<file path="src/rtl/flappy_game_ctrl.sv">
// flappy_game_ctrl
// Game sequencer for Flappy Bird. Runs the IDLE/PLAY/DYING/OVER state machine
// and turns each frame tick into ordered one-cycle strobes: bird step, pipe
// step, collision request. It then waits for the collision response. It also
// latches flap presses between frames and keeps the current and high score.
//
// Optional feature macro: FLAPPY_PAUSE_EN adds the Pause input and q_Paused output.
//
// Ports
//   Clk, Reset          clock, async active-high reset
//   Start, Ack          game control levels
//   Flap_Button         synchronized flap button level
//   Frame_Tick          one-cycle pulse per video frame
//   Col_Valid, Collide  collision response (Collide valid with Col_Valid)
//   Pipe_Passed         one-cycle pulse when a pipe is cleared
//   Pause               (FLAPPY_PAUSE_EN only) pause button level
//   Game_Init           reload-start-positions strobe
//   Bird_Step, Bird_Flap, Pipe_Step, Col_Req  sequencing strobes
//   Score, High_Score   scores
//   Frame_Overrun       sticky error flag
//   q_Idle..q_Over      one-hot state; q_Paused (FLAPPY_PAUSE_EN only)
module flappy_game_ctrl #(
    parameter int SCORE_W      = 8,
    parameter int DYING_FRAMES = 32,
    parameter int COL_TIMEOUT  = 15
) (
    input  logic               Clk,
    input  logic               Reset,
    input  logic               Start,
    input  logic               Ack,
    input  logic               Flap_Button,
    input  logic               Frame_Tick,
    input  logic               Col_Valid,
    input  logic               Collide,
    input  logic               Pipe_Passed,
`ifdef FLAPPY_PAUSE_EN
    input  logic               Pause,
    output logic               q_Paused,
`endif
    output logic               Game_Init,
    output logic               Bird_Step,
    output logic               Bird_Flap,
    output logic               Pipe_Step,
    output logic               Col_Req,
    output logic [SCORE_W-1:0] Score,
    output logic [SCORE_W-1:0] High_Score,
    output logic               Frame_Overrun,
    output logic               q_Idle,
    output logic               q_Play,
    output logic               q_Dying,
    output logic               q_Over
);

    // One-hot encoding so the q_* outputs come straight from flops.
    typedef enum logic [3:0] {
        S_IDLE  = 4'b0001,
        S_PLAY  = 4'b0010,
        S_DYING = 4'b0100,
        S_OVER  = 4'b1000
    } state_t;

    typedef enum logic [2:0] {P_WAIT, P_BIRD, P_PIPE, P_REQ, P_CWAIT} phase_t;

    localparam logic [7:0] COL_LAST = 8'(COL_TIMEOUT - 1);
    localparam logic [7:0] DY_LAST  = 8'(DYING_FRAMES - 1);

    state_t             state, state_d;
    phase_t             phase, phase_d;
    logic [7:0]         tcnt, tcnt_d, dcnt, dcnt_d;
    logic               flap_prev, flap_latch, latch_d;
    logic [SCORE_W-1:0] score, score_d, high_score, hs_d;
    logic               overrun, ovr_d;
    logic               init_q, bird_q, flap_q, pipe_q, req_q;
    logic               init_d, bird_d, flap_d, pipe_d, req_d;
    logic               flap_edge;
    logic               paused;

`ifdef FLAPPY_PAUSE_EN
    logic pause_prev, pause_pend, pend_d, paused_d, pause_edge;
    assign pause_edge = Pause & ~pause_prev;
    assign q_Paused   = paused;
`else
    assign paused = 1'b0;
`endif

    assign flap_edge = Flap_Button & ~flap_prev;

    always_comb begin
        state_d = state;
        phase_d = phase;
        tcnt_d  = tcnt;
        dcnt_d  = dcnt;
        latch_d = flap_latch;
        score_d = score;
        hs_d    = high_score;
        ovr_d   = overrun;
        init_d  = 1'b0;
        bird_d  = 1'b0;
        flap_d  = 1'b0;
        pipe_d  = 1'b0;
        req_d   = 1'b0;
`ifdef FLAPPY_PAUSE_EN
        pend_d   = pause_pend;
        paused_d = paused;
`endif
        case (state)
            S_IDLE: if (Start) begin
                state_d = S_PLAY;
                phase_d = P_WAIT;
                init_d  = 1'b1;
                score_d = '0;
                latch_d = 1'b0;
            end
            S_PLAY: begin
                if (flap_edge && !paused) latch_d = 1'b1;
                if (Pipe_Passed && !paused && score != '1) score_d = score + 1'b1;
                // A tick outside WAIT is dropped; paused implies WAIT.
                if (Frame_Tick && phase != P_WAIT) ovr_d = 1'b1;
                case (phase)
                    P_WAIT: if (Frame_Tick && !paused) begin
                        phase_d = P_BIRD;
                        bird_d  = 1'b1;
                        // An edge in the tick cycle still counts for this frame;
                        // one during BIRD re-sets the latch for the next frame.
                        flap_d  = flap_latch | (flap_edge & ~paused);
                        latch_d = 1'b0;
                    end
                    P_BIRD: begin phase_d = P_PIPE; pipe_d = 1'b1; end
                    P_PIPE: begin phase_d = P_REQ;  req_d  = 1'b1; end
                    P_REQ:  begin phase_d = P_CWAIT; tcnt_d = '0; end
                    P_CWAIT: begin
                        if (Col_Valid) begin
                            phase_d = P_WAIT;
                            if (Collide) begin state_d = S_DYING; dcnt_d = '0; end
                        end else if (tcnt == COL_LAST) begin
                            // Give up: treat as no collision.
                            phase_d = P_WAIT;
                            ovr_d   = 1'b1;
                        end else begin
                            tcnt_d = tcnt + 8'd1;
                        end
                    end
                    default: phase_d = P_WAIT;
                endcase
`ifdef FLAPPY_PAUSE_EN
                if (pause_edge) pend_d = 1'b1;
                if (phase == P_WAIT && (pause_pend || pause_edge)) begin
                    paused_d = ~paused;
                    pend_d   = 1'b0;
                end
`endif
            end
            S_DYING: if (Frame_Tick) begin
                bird_d = 1'b1;
                if (dcnt == DY_LAST) begin
                    state_d = S_OVER;
                    if (score > high_score) hs_d = score;
                end else begin
                    dcnt_d = dcnt + 8'd1;
                end
            end
            S_OVER: if (Ack) begin
                state_d = S_IDLE;
                score_d = '0;
            end else if (Start) begin
                state_d = S_PLAY;
                phase_d = P_WAIT;
                init_d  = 1'b1;
                score_d = '0;
                latch_d = 1'b0;
            end
            default: state_d = S_IDLE;
        endcase
`ifdef FLAPPY_PAUSE_EN
        if (state_d != S_PLAY) begin
            paused_d = 1'b0;
            pend_d   = 1'b0;
        end
`endif
    end

    always_ff @(posedge Clk or posedge Reset) begin
        if (Reset) begin
            state      <= S_IDLE;
            phase      <= P_WAIT;
            tcnt       <= '0;
            dcnt       <= '0;
            flap_prev  <= 1'b0;
            flap_latch <= 1'b0;
            score      <= '0;
            high_score <= '0;
            overrun    <= 1'b0;
            init_q     <= 1'b0;
            bird_q     <= 1'b0;
            flap_q     <= 1'b0;
            pipe_q     <= 1'b0;
            req_q      <= 1'b0;
        end else begin
            state      <= state_d;
            phase      <= phase_d;
            tcnt       <= tcnt_d;
            dcnt       <= dcnt_d;
            flap_prev  <= Flap_Button;
            flap_latch <= latch_d;
            score      <= score_d;
            high_score <= hs_d;
            overrun    <= ovr_d;
            init_q     <= init_d;
            bird_q     <= bird_d;
            flap_q     <= flap_d;
            pipe_q     <= pipe_d;
            req_q      <= req_d;
        end
    end

`ifdef FLAPPY_PAUSE_EN
    always_ff @(posedge Clk or posedge Reset) begin
        if (Reset) begin
            pause_prev <= 1'b0;
            pause_pend <= 1'b0;
            paused     <= 1'b0;
        end else begin
            pause_prev <= Pause;
            pause_pend <= pend_d;
            paused     <= paused_d;
        end
    end
`endif

    assign Game_Init     = init_q;
    assign Bird_Step     = bird_q;
    assign Bird_Flap     = flap_q;
    assign Pipe_Step     = pipe_q;
    assign Col_Req       = req_q;
    assign Score         = score;
    assign High_Score    = high_score;
    assign Frame_Overrun = overrun;
    assign q_Idle        = state[0];
    assign q_Play        = state[1];
    assign q_Dying       = state[2];
    assign q_Over        = state[3];

endmodule

</file>
<file path="config.mk">
export PLATFORM = sky130hd
export DESIGN_NAME = flappy_game_ctrl
export DESIGN_NICKNAME = d
export VERILOG_FILES = /design/src/rtl/flappy_game_ctrl.sv
export SDC_FILE = /design/constraint.sdc
export NUM_CORES = 1
export LEC_CHECK = 0
export ABC_CLOCK_PERIOD_IN_PS = 3600
export BUFFER_PORTS_ARGS = -buffer_cell sky130_fd_sc_hd__clkbuf_2
export CORE_UTILIZATION = 46
export CTS_BUF_LIST = sky130_fd_sc_hd__clkbuf_2 sky130_fd_sc_hd__clkbuf_4 sky130_fd_sc_hd__clkbuf_8
export DETAILED_ROUTE_END_ITERATION = 12
export HOLD_SLACK_MARGIN = 0.03
export PLACE_DENSITY = 0.66
export SLEW_MARGIN = 20
export SYNTH_ARGS = -nofsm -noshare
export SYNTH_HDL_FRONTEND = slang
export SYNTH_SLANG_ARGS = --single-unit
</file>
<file path="constraint.sdc">
create_clock -name Clk -period 3.6 [get_ports Clk]
set_input_delay 0.54 -clock Clk [delete_from_list [all_inputs] [get_ports Clk]]
set_output_delay 0.54 -clock Clk [all_outputs]
set_load 0.1 [all_outputs]
</file>
; Word level (Yosys, flattened, before mapping)
; Cells that the tools add are included.
[word_totals]
register_bits = 47
input_bits = 9
output_inout_bits = 26
wordCells = 109
[op_classes]
n_addsub = 3
n_lt_le_gt_ge = 1
eq_ne = 23
n_mux = 51
bitwise_logic = 3
reduce_logical = 14
[op_table]
columns = cell, n
row1 = 2-to-1 mux 8 bit, 10
row2 = case mux 8 bit (2 select lines), 2
row3 = 2-to-1 mux 4 bit, 7
row4 = adder 8 x 1 -> 8 bit (second input constant), 3
row5 = case mux 8 bit (3 select lines), 1
row6 = 2-to-1 mux 1 bit, 20
row7 = inequality test 2 bit (second input constant), 10
row8 = case mux 4 bit (4 select lines), 1
row9 = 2-to-1 mux 3 bit, 5
row10 = case mux 3 bit (5 select lines), 1
row11 = AND reduction 4 bit, 3
row12 = case mux 3 bit (3 select lines), 1
row13 = equality test 8 x 4 -> 1 bit (second input constant), 1
row14 = equality test 8 x 5 -> 1 bit (second input constant), 1
row15 = greater-than comparator 8 bit, 1
row16 = inequality test 8 bit (second input constant), 1
row17 = equality test 3 x 2 -> 1 bit (second input constant), 2
row18 = AND reduction 6 bit, 1
row19 = nonzero test 3 bit, 2
row20 = AND reduction 5 bit, 1
row21 = equality test 4 x 1 -> 1 bit (second input constant), 1
row22 = equality test 4 x 2 -> 1 bit (second input constant), 1
row23 = equality test 4 x 3 -> 1 bit (second input constant), 1
row24 = equality test 4 bit (second input constant), 1
row25 = 13 further kinds, 17

; Longest topological paths before layout
; Gate-level depths: netlist of run 1.
[depth]
ltp_word = 6
ltp_mapped = 7
ltp_nobuf = 7

; Least setup slack after synthesis of run 1
; No wires, ideal clock.
[synth_path]
path_kind = flip-flop to flip-flop
start = reg score[1], in the netlist Score[1]
end = reg high_score[2], in the netlist High_Score[2]
setup_time_ns = 0.128
arrival_ns = 2.537
required_ns = 3.472
setup_slack_ns = 0.935
stages_incl_launch_ff = 7
path_buffers = 0
period_less_slack_ns = 2.665
path_cell_list = dfrtp_1 > ha_1 > nor2b_1 > o211ai_1 > a21oi_1 > o31ai_2 > mux2_1
[synth_between]
elab_chain_cells = 2
[synth_rtl]
columns = item, line
row1 = from (decl), 71  ; logic [SCORE_W-1:0] score, score_d, high_score, hs_d;
row2 = from (signal assigned), 205  ; score <= score_d;
row3 = greater-than comparator 8 bit, 157  ; if (score > high_score) hs_d = score;
row4 = AND reduction 4 bit (no line), n/a
row5 = to (signal assigned), 206  ; high_score <= hs_d;
row6 = to (decl), 71
; No other way between the ends.
; A chain may end at the register's enable or synchronous reset.

; Worst setup path after layout of run 1
[layout_path]
start = reg state[1]
end = reg score[3], in the netlist Score[3]
[layout_between]
elab_chain_cells = 3
word_cells_on_any_way = 7
cone_classes = 4 x eq/ne / 1 x mux / 2 x reduce/logical
[layout_rtl]
columns = item, line
row1 = from (decl), 67  ; state_t state, state_d;
row2 = from (signal assigned), 199  ; state <= state_d;
row3 = equality test 4 x 2 -> 1 bit (tied with other cells), 106  ; case (state)
row4 = inequality test 2 bit (no line) or nonzero test 3 bit (tied branches), n/a
row5 = AND reduction 2 bit (no line), n/a
; Parallel ways exist; a longest one is shown, timed or not.

==> results of run 1 <==
[cell usage in the layout, fill, tap and decap left out, types with 3 or more instances in the layout]
master | netlist | layout
a21o_1 | 5 | 5
a21oi_1 | 12 | 12
and3_1 | 4 | 4
and4_1 | 4 | 4
clkbuf_2 | 0 | 34
clkbuf_8 | 0 | 5
dfrtp_1 | 46 | 46
ha_1 | 12 | 12
inv_1 | 13 | 12
mux2_1 | 8 | 8
nand2_1 | 18 | 18
nand2b_1 | 5 | 5
nand3_1 | 13 | 13
nand4_1 | 8 | 8
nor2_1 | 17 | 17
nor2b_1 | 3 | 3
nor3_1 | 6 | 6
o21ai_0 | 3 | 3
o21ai_1 | 27 | 27
o22ai_1 | 3 | 3
o31ai_1 | 3 | 3
xor2_1 | 8 | 8
[cell type report]
cell class | instances | share of cell area
Tap cell | 72 | 0.0307
Clock buffer | 5 | 0.0235
Timing Repair Buffer | 34 | 0.0580
Sequential cell | 47 | 0.401
Clock inverter | 3 | 0.00811
Inverter | 13 | 0.0171
Multi-Input combinational cell | 196 | 0.461
[through the flow]
| stage | power [mW] | std cells | instance area (um2) |
|---|---|---|---|
| after floorplan | 1.23 | 265 | 2620 |
| after global routing | 1.75 | 370 | 2930 |
| final | 1.65 | 370 | 2930 |
| after global placement | 1.32 | 362 | 2840 |
| after detailed placement | 1.33 | 362 | 2840 |
| after CTS | 1.66 | 370 | 2930 |
[how the worst max path moves through the flow]
| stage | end | slack [ns] | from |
|---|---|---|---|
| after floorplan | High_Score[2] | 0.93 | Score[1] |
| after global routing | Score[2] | 1.02 | state[1] |
| after global placement | Score[6] | 1.26 | state[3] |
| final | Score[3] | 1.20 | state[1] |
| after CTS | Score[3] | 1.18 | state[1] |
| after detailed placement | Score[3] | 1.18 | state[1] |
[synth_stat cells (all sizes together), types with 5 or more instances]
| master | number | share of area |
|---|---|---|
| nand2 | 19 | 0.028 |
| nand3 | 13 | 0.025 |
| a21o | 5 | 0.014 |
| nor2 | 18 | 0.032 |
| a21oi | 12 | 0.023 |
| nand4 | 8 | 0.019 |
| o21ai | 30 | 0.057 |
| clkbuf | 5 | 0.0072 |
| xor2 | 8 | 0.027 |
| dfrtp | 46 | 0.44 |
| ha | 12 | 0.057 |
| mux2 | 8 | 0.034 |
| nand2b | 5 | 0.012 |
| o22ai | 5 | 0.017 |
| nor3 | 7 | 0.018 |
| inv | 13 | 0.019 |
[kinds of logic (layout without fill, tap and decap cells)]
| family | count (synthesis) | in the layout |
|---|---|---|
| flip-flops | 47 | 47 |
| XOR/XNOR | 9 | 9 |
| buffers and inverters | 22 | 55 |
| AND/OR/NAND/NOR | 99 | 99 |
| multiplexers | 8 | 8 |
| adder cells (fa/ha/maj) | 12 | 12 |
| AO/OA/AOI/OAI | 68 | 68 |
[sequential cells by signal, indices dropped and copies added, names as in the netlist]
register	cells
High_Score	8
Score	8
dcnt	8
tcnt	8
state	4
phase	3
Bird_Flap	1
Bird_Step	1
Col_Req	1
Frame_Overrun	1
Game_Init	1
Pipe_Step	1
flap_latch	1
flap_prev	1
[power groups by stage]
stage          clock, mW  sequential [mW]  combinational [mW]
2_1_floorplan          0            0.900               0.326
3_3_place_gp           0            0.711               0.609
3_5_place_dp           0            0.717               0.612
4_1_cts            0.345            0.705               0.614
5_1_grt            0.363            0.724               0.661
6_report           0.332            0.706               0.609
[layer usage]
layer / wire length, um / track usage / up-vias / share of wire
met1: 2650 / 0.259 / 998 / 0.49
met2: 2520 / 0.313 / 42 / 0.47
met5: 0 / 0 / - / 0
met3: 179 / 0.0388 / 6 / 0.033
li1: - / - / 1028 / -
met4: 61 / 0.0698 / 0 / 0.011
==> impl_metrics.yaml, run 1 <==
sta:
  rsz0062_at_grt: "no"
  worst_slack_ns: 1.20
  finalSetupTns_ns: 0
  slew_violations: 0
  max_freq_mhz: 416
  holdWs_ns: 0.336
  clock_skew_ns: 0.0131
  fin_crit_ns: 2.40
  finalHoldViolCount: 0
  relSlewSlack: 0.464
  setup_viol: 0
  worstMarginPinSlew_ns: 0.803
  fin_crit_sh: 0.668
logic_synthesis:
  synth_compound_area_frac: 0.166
  synthAdderAreaFrac: 0.0572
  yosys.area_share.xor_xnor: 0.0300
  seq_area_frac_synth: 0.449
  yosysWarnings: 0
  ys_seq_elements: 47
  ys_types: 51
  synth_edf_count: 0
  synthCells: 265
  yosys_most_used_dff: "dfrtp_1"
  synthSimpleGateAreaFrac: 0.228
  synth.area.mux_share: 0.0343
  netlist_area_um2: 2620
  syn_nets: 286
  synthArstFlopShare: 1.00
  synth.avg_cell_area_um2: 9.90
  synth_top_family_by_area: "simple AND/OR/NAND/NOR gates"
power:
  pwr-share-comb: 0.370
  internal_power_mw: 0.892
  seqPwrFrac: 0.429
  ir_drop_mv: 0.435
  pwr_density_cell_nw_per_um2: 562
  p_sw_mw: 0.756
  pwr-share-clk: 0.201
  p_leak_nw: 1.39
  switching_share: 0.459
grt:
  antenna_found_initial: 0
  grt_pass1_wl_um: 9180
  grt_max_degree: 48
  track_usage: 0.194
  gr-total-overflow: 0
  grt_pass1_vias: 1925
clocking:
  cts_root_buf: "clkbuf_8"
  clkSinkCount: 47
  cts.hold.buffers_added: 0
  htree_num_levels: 2
  clkLatencyLatePin_ns: 0.31
  cts_made_buffers: 5
  cts_resized: 0
  cts_buffer_depth: 2
  postCtsSetupBuffers: 0
  cts_tree: "done"
  clkTransAtPathRegs_ns: 0.10
worst_setup_path:
  worstPathRequired_ns: 3.80
  cpPeakStageDelay_ns: 0.77
  cp_slowest_cell: "or4b_1"
  crit_chain: "or4b_1 -> a211oi_4 -> o22ai_2 -> o21ai_1 -> o21ai_1"
  worstSetupPathType: "reg2reg"
  rrSetupSlack_ns: 1.20
  cp-end-kind: "register"
  critPathArrivalTime_ns: 2.60
  crit_buf_inv: 0
  crit_fanout: 16
  r2r_end: "Score[3]"
  start_kind: "register"
  cpLargestDelayFamily: "compound AO/OA/AOI/OAI gates"
  reg2regPathDepth: 5
  reg2reg_from: "state[1]"
  worst-path-stages: 5
  crit_path_frequent_cell: "o21ai_1"
placed_design:
  post-place-ws_ns: 1.18
  port_buffers: 34
  post-dp-hpwl_um: 3900
  routabilityCongestion: 0.821
die:
  fp.dieW_um: 77.5
  row_count: 27
  io_pins: 35
  die-area_um2: 6010
  core_area_um2: 5510
  initial_core_util: 0.476
  die_h_um: 77.5
final_layout:
  fill_cells: 500
  multiInputGateArea_um2: 1350
  n_antenna_cell: 0
  nets: 318
  seqCellArea_um2: 1180
  layout-drive-gt1-share: 0.181
  final_util: 0.533
  syn2layout_area_growth_pct: 11.8
route:
  vias_per_cell: 5.61
  postRouteAntennaNets: 0
  route.detailed.drc: 0
  routed_wl_um: 5410
  vias: 2074
  wl_per_cell_um: 14.6
  first_iter_violations: 100
  drt-pass1-iter-count: 4
run:
  cap_violations: 0
run_status:
  outcome: "completed"
hold_path:
  hold_path_class: "in2async"
Note: power is estimated with default switching activity, not from simulation.
==> run 2, diff against run 1 <==
--- a/config.mk
+++ b/config.mk
@@ -5,13 +5,13 @@
 export SDC_FILE = /design/constraint.sdc
 export NUM_CORES = 1
 export LEC_CHECK = 0
-export ABC_CLOCK_PERIOD_IN_PS = 3600
+export ABC_CLOCK_PERIOD_IN_PS = 2000
 export BUFFER_PORTS_ARGS = -buffer_cell sky130_fd_sc_hd__clkbuf_2
 export CORE_UTILIZATION = 46
 export CTS_BUF_LIST = sky130_fd_sc_hd__clkbuf_2 sky130_fd_sc_hd__clkbuf_4 sky130_fd_sc_hd__clkbuf_8
 export DETAILED_ROUTE_END_ITERATION = 12
 export HOLD_SLACK_MARGIN = 0.03
-export PLACE_DENSITY = 0.66
+export PLACE_DENSITY = 0.69
 export SLEW_MARGIN = 20
 export SYNTH_ARGS = -nofsm -noshare
 export SYNTH_HDL_FRONTEND = slang
==> constraint.sdc (replaced) <==
create_clock -name Clk -period 2 [get_ports Clk]
set_input_delay 0.3 -clock Clk [delete_from_list [all_inputs] [get_ports Clk]]
set_output_delay 0.3 -clock Clk [all_outputs]
set_load 0.1 [all_outputs]
==> run 2 against run 1 <==
Sequential cell count unchanged. Worst hold slack worse by 0.20 ns. Via count increased by 5.9%. Design area rose by 15%. Sequential power grew 69%. Register-to-register slack worse by 1.2 ns.
==> impl_metrics.yaml, run 2 (same netlist as run 1, synthesis figures left out) <==
run_status:
  outcome: "completed"
run:
  cap_violations: 0
route:
  drt-pass1-iter-count: 4
  first_iter_violations: 109
  vias_per_cell: 5.41
  routed_wl_um: 5930
  vias: 2197
  postRouteAntennaNets: 0
  wl_per_cell_um: 14.6
  route.detailed.drc: 0
die:
  initial_core_util: 0.476
  die_h_um: 77.5
  row_count: 27
  fp.dieW_um: 77.5
  core_area_um2: 5510
  die-area_um2: 6010
  io_pins: 35
final_layout:
  layout.cells.non_filler: 406
  layout_common_cells: "clkbuf_2 (34), buf_4 (31), dfrtp_1 (27)"
  final_util: 0.614
  layout-drive-gt1-share: 0.374
  final_common_cell: "clkbuf_2"
  syn2layout_area_growth_pct: 28.8
  nets: 354
  n_antenna_cell: 0
worst_setup_path:
  cpLargestDelayFamily: "compound AO/OA/AOI/OAI gates"
  cp_slowest_cell: "dfrtp_4"
  critPathArrivalTime_ns: 2.17
  cpPeakStageDelay_ns: 0.50
  crit_chain: "inv_2 -> ha_4 -> nor2b_4 -> o211ai_1 -> a21oi_2 -> o31ai_4 -> buf_6 -> mux2_4"
  crit_buf_inv: 2
  worstPathRequired_ns: 2.19
  worstSetupPathType: "reg2reg"
  cp-end-kind: "register"
  rrSetupSlack_ns: 0.02
  start_kind: "register"
  crit_fanout: 4
clocking:
  htree_num_levels: 2
  cts_made_buffers: 5
  cts_root_buf: "clkbuf_8"
  clkSinkCount: 47
  clkTransAtPathRegs_ns: 0.10
  cts_tree: "done"
  clkLatencyLatePin_ns: 0.31
  cts_buffer_depth: 2
sta:
  fin_crit_sh: 0.988
  rsz0062_at_grt: "yes"
  max_freq_mhz: 506
  finalSetupTns_ns: 0
  holdWs_ns: 0.133
  fin_crit_ns: 1.98
  worstMarginPinSlew_ns: 0.565
  relSlewSlack: 0.625
  slew_violations: 0
  finalHoldViolCount: 0
  clock_skew_ns: 0.0154
  setup_viol: 0
power:
  ir_drop_mv: 0.551
  pwr_density_cell_nw_per_um2: 954
  p_leak_nw: 1.60
grt:
  antenna_found_initial: 0
  track_usage: 0.210
  grt_max_degree: 28
  grt_pass1_vias: 2133
  gr-total-overflow: 0
  grt_pass1_wl_um: 9810
hold_path:
  hold_path_class: "in2reg"
placed_design:
  post-dp-hpwl_um: 4440
  port_buffers: 34
  routabilityCongestion: 0.861
  place_inst: 394
run 2: layer usage:
layer  vias up  GRT usage  wire length, um
li1       1101          -                -
met1      1051      0.257             2700
met2        41      0.369             2950
met3         4     0.0353              229
met4         0     0.0755               55
met5         -          0                0
run 2: where the power goes:
group	leakage (nW)	internal (mW)	switching, mW
clock network	0.0477	0.240	0.325
logic	0.953	0.480	0.984
registers	0.602	1.09	0.108
run 2: final cells by class:
class | count | area (um2)
Clock buffer | 5 | 68.8
Fill cell | 460 | 2130
Tap cell | 72 | 90.1
Inverter | 13 | 48.8
Multi-Input combinational cell | 196 | 1450
Timing Repair Buffer | 70 | 475
Sequential cell | 47 | 1230
Clock inverter | 3 | 15.0
run 2: what timing repair did:
item,in CTS,in global routing
buffers inserted,0,3
hold buffers,1,0
endpoints found under the setup margin,0,15
resized for setup,0,15
endpoints found under the hold margin,20,0
run 2: path summary, 6_finish.rpt:
| kind | from | endpoint | depth (start not counted) |
|---|---|---|---|
| worst max-delay path | High_Score[1] | High_Score[4] | 8 |
| worst min-delay path | Flap_Button | flap_prev | 1 |
| worst max register to register | High_Score[1] | High_Score[4] | 8 |
| worst min register to register | Frame_Overrun | Frame_Overrun | 1 |
| max in group asynchronous | Reset | state[0] | 4 |
| min in group asynchronous | Reset | High_Score[3] | 3 |
run 2: through the flow:
step	total power [mW]	cell area, um2	setup WS, ns
6_report	3.22	3380	0.0235
4_1_cts	3.17	3300	0.000319
5_1_grt	3.40	3380	-0.0818
3_5_place_dp	2.61	3200	0.0107
2_1_floorplan	2.27	2740	-0.125
3_3_place_gp	2.59	3200	0.0703
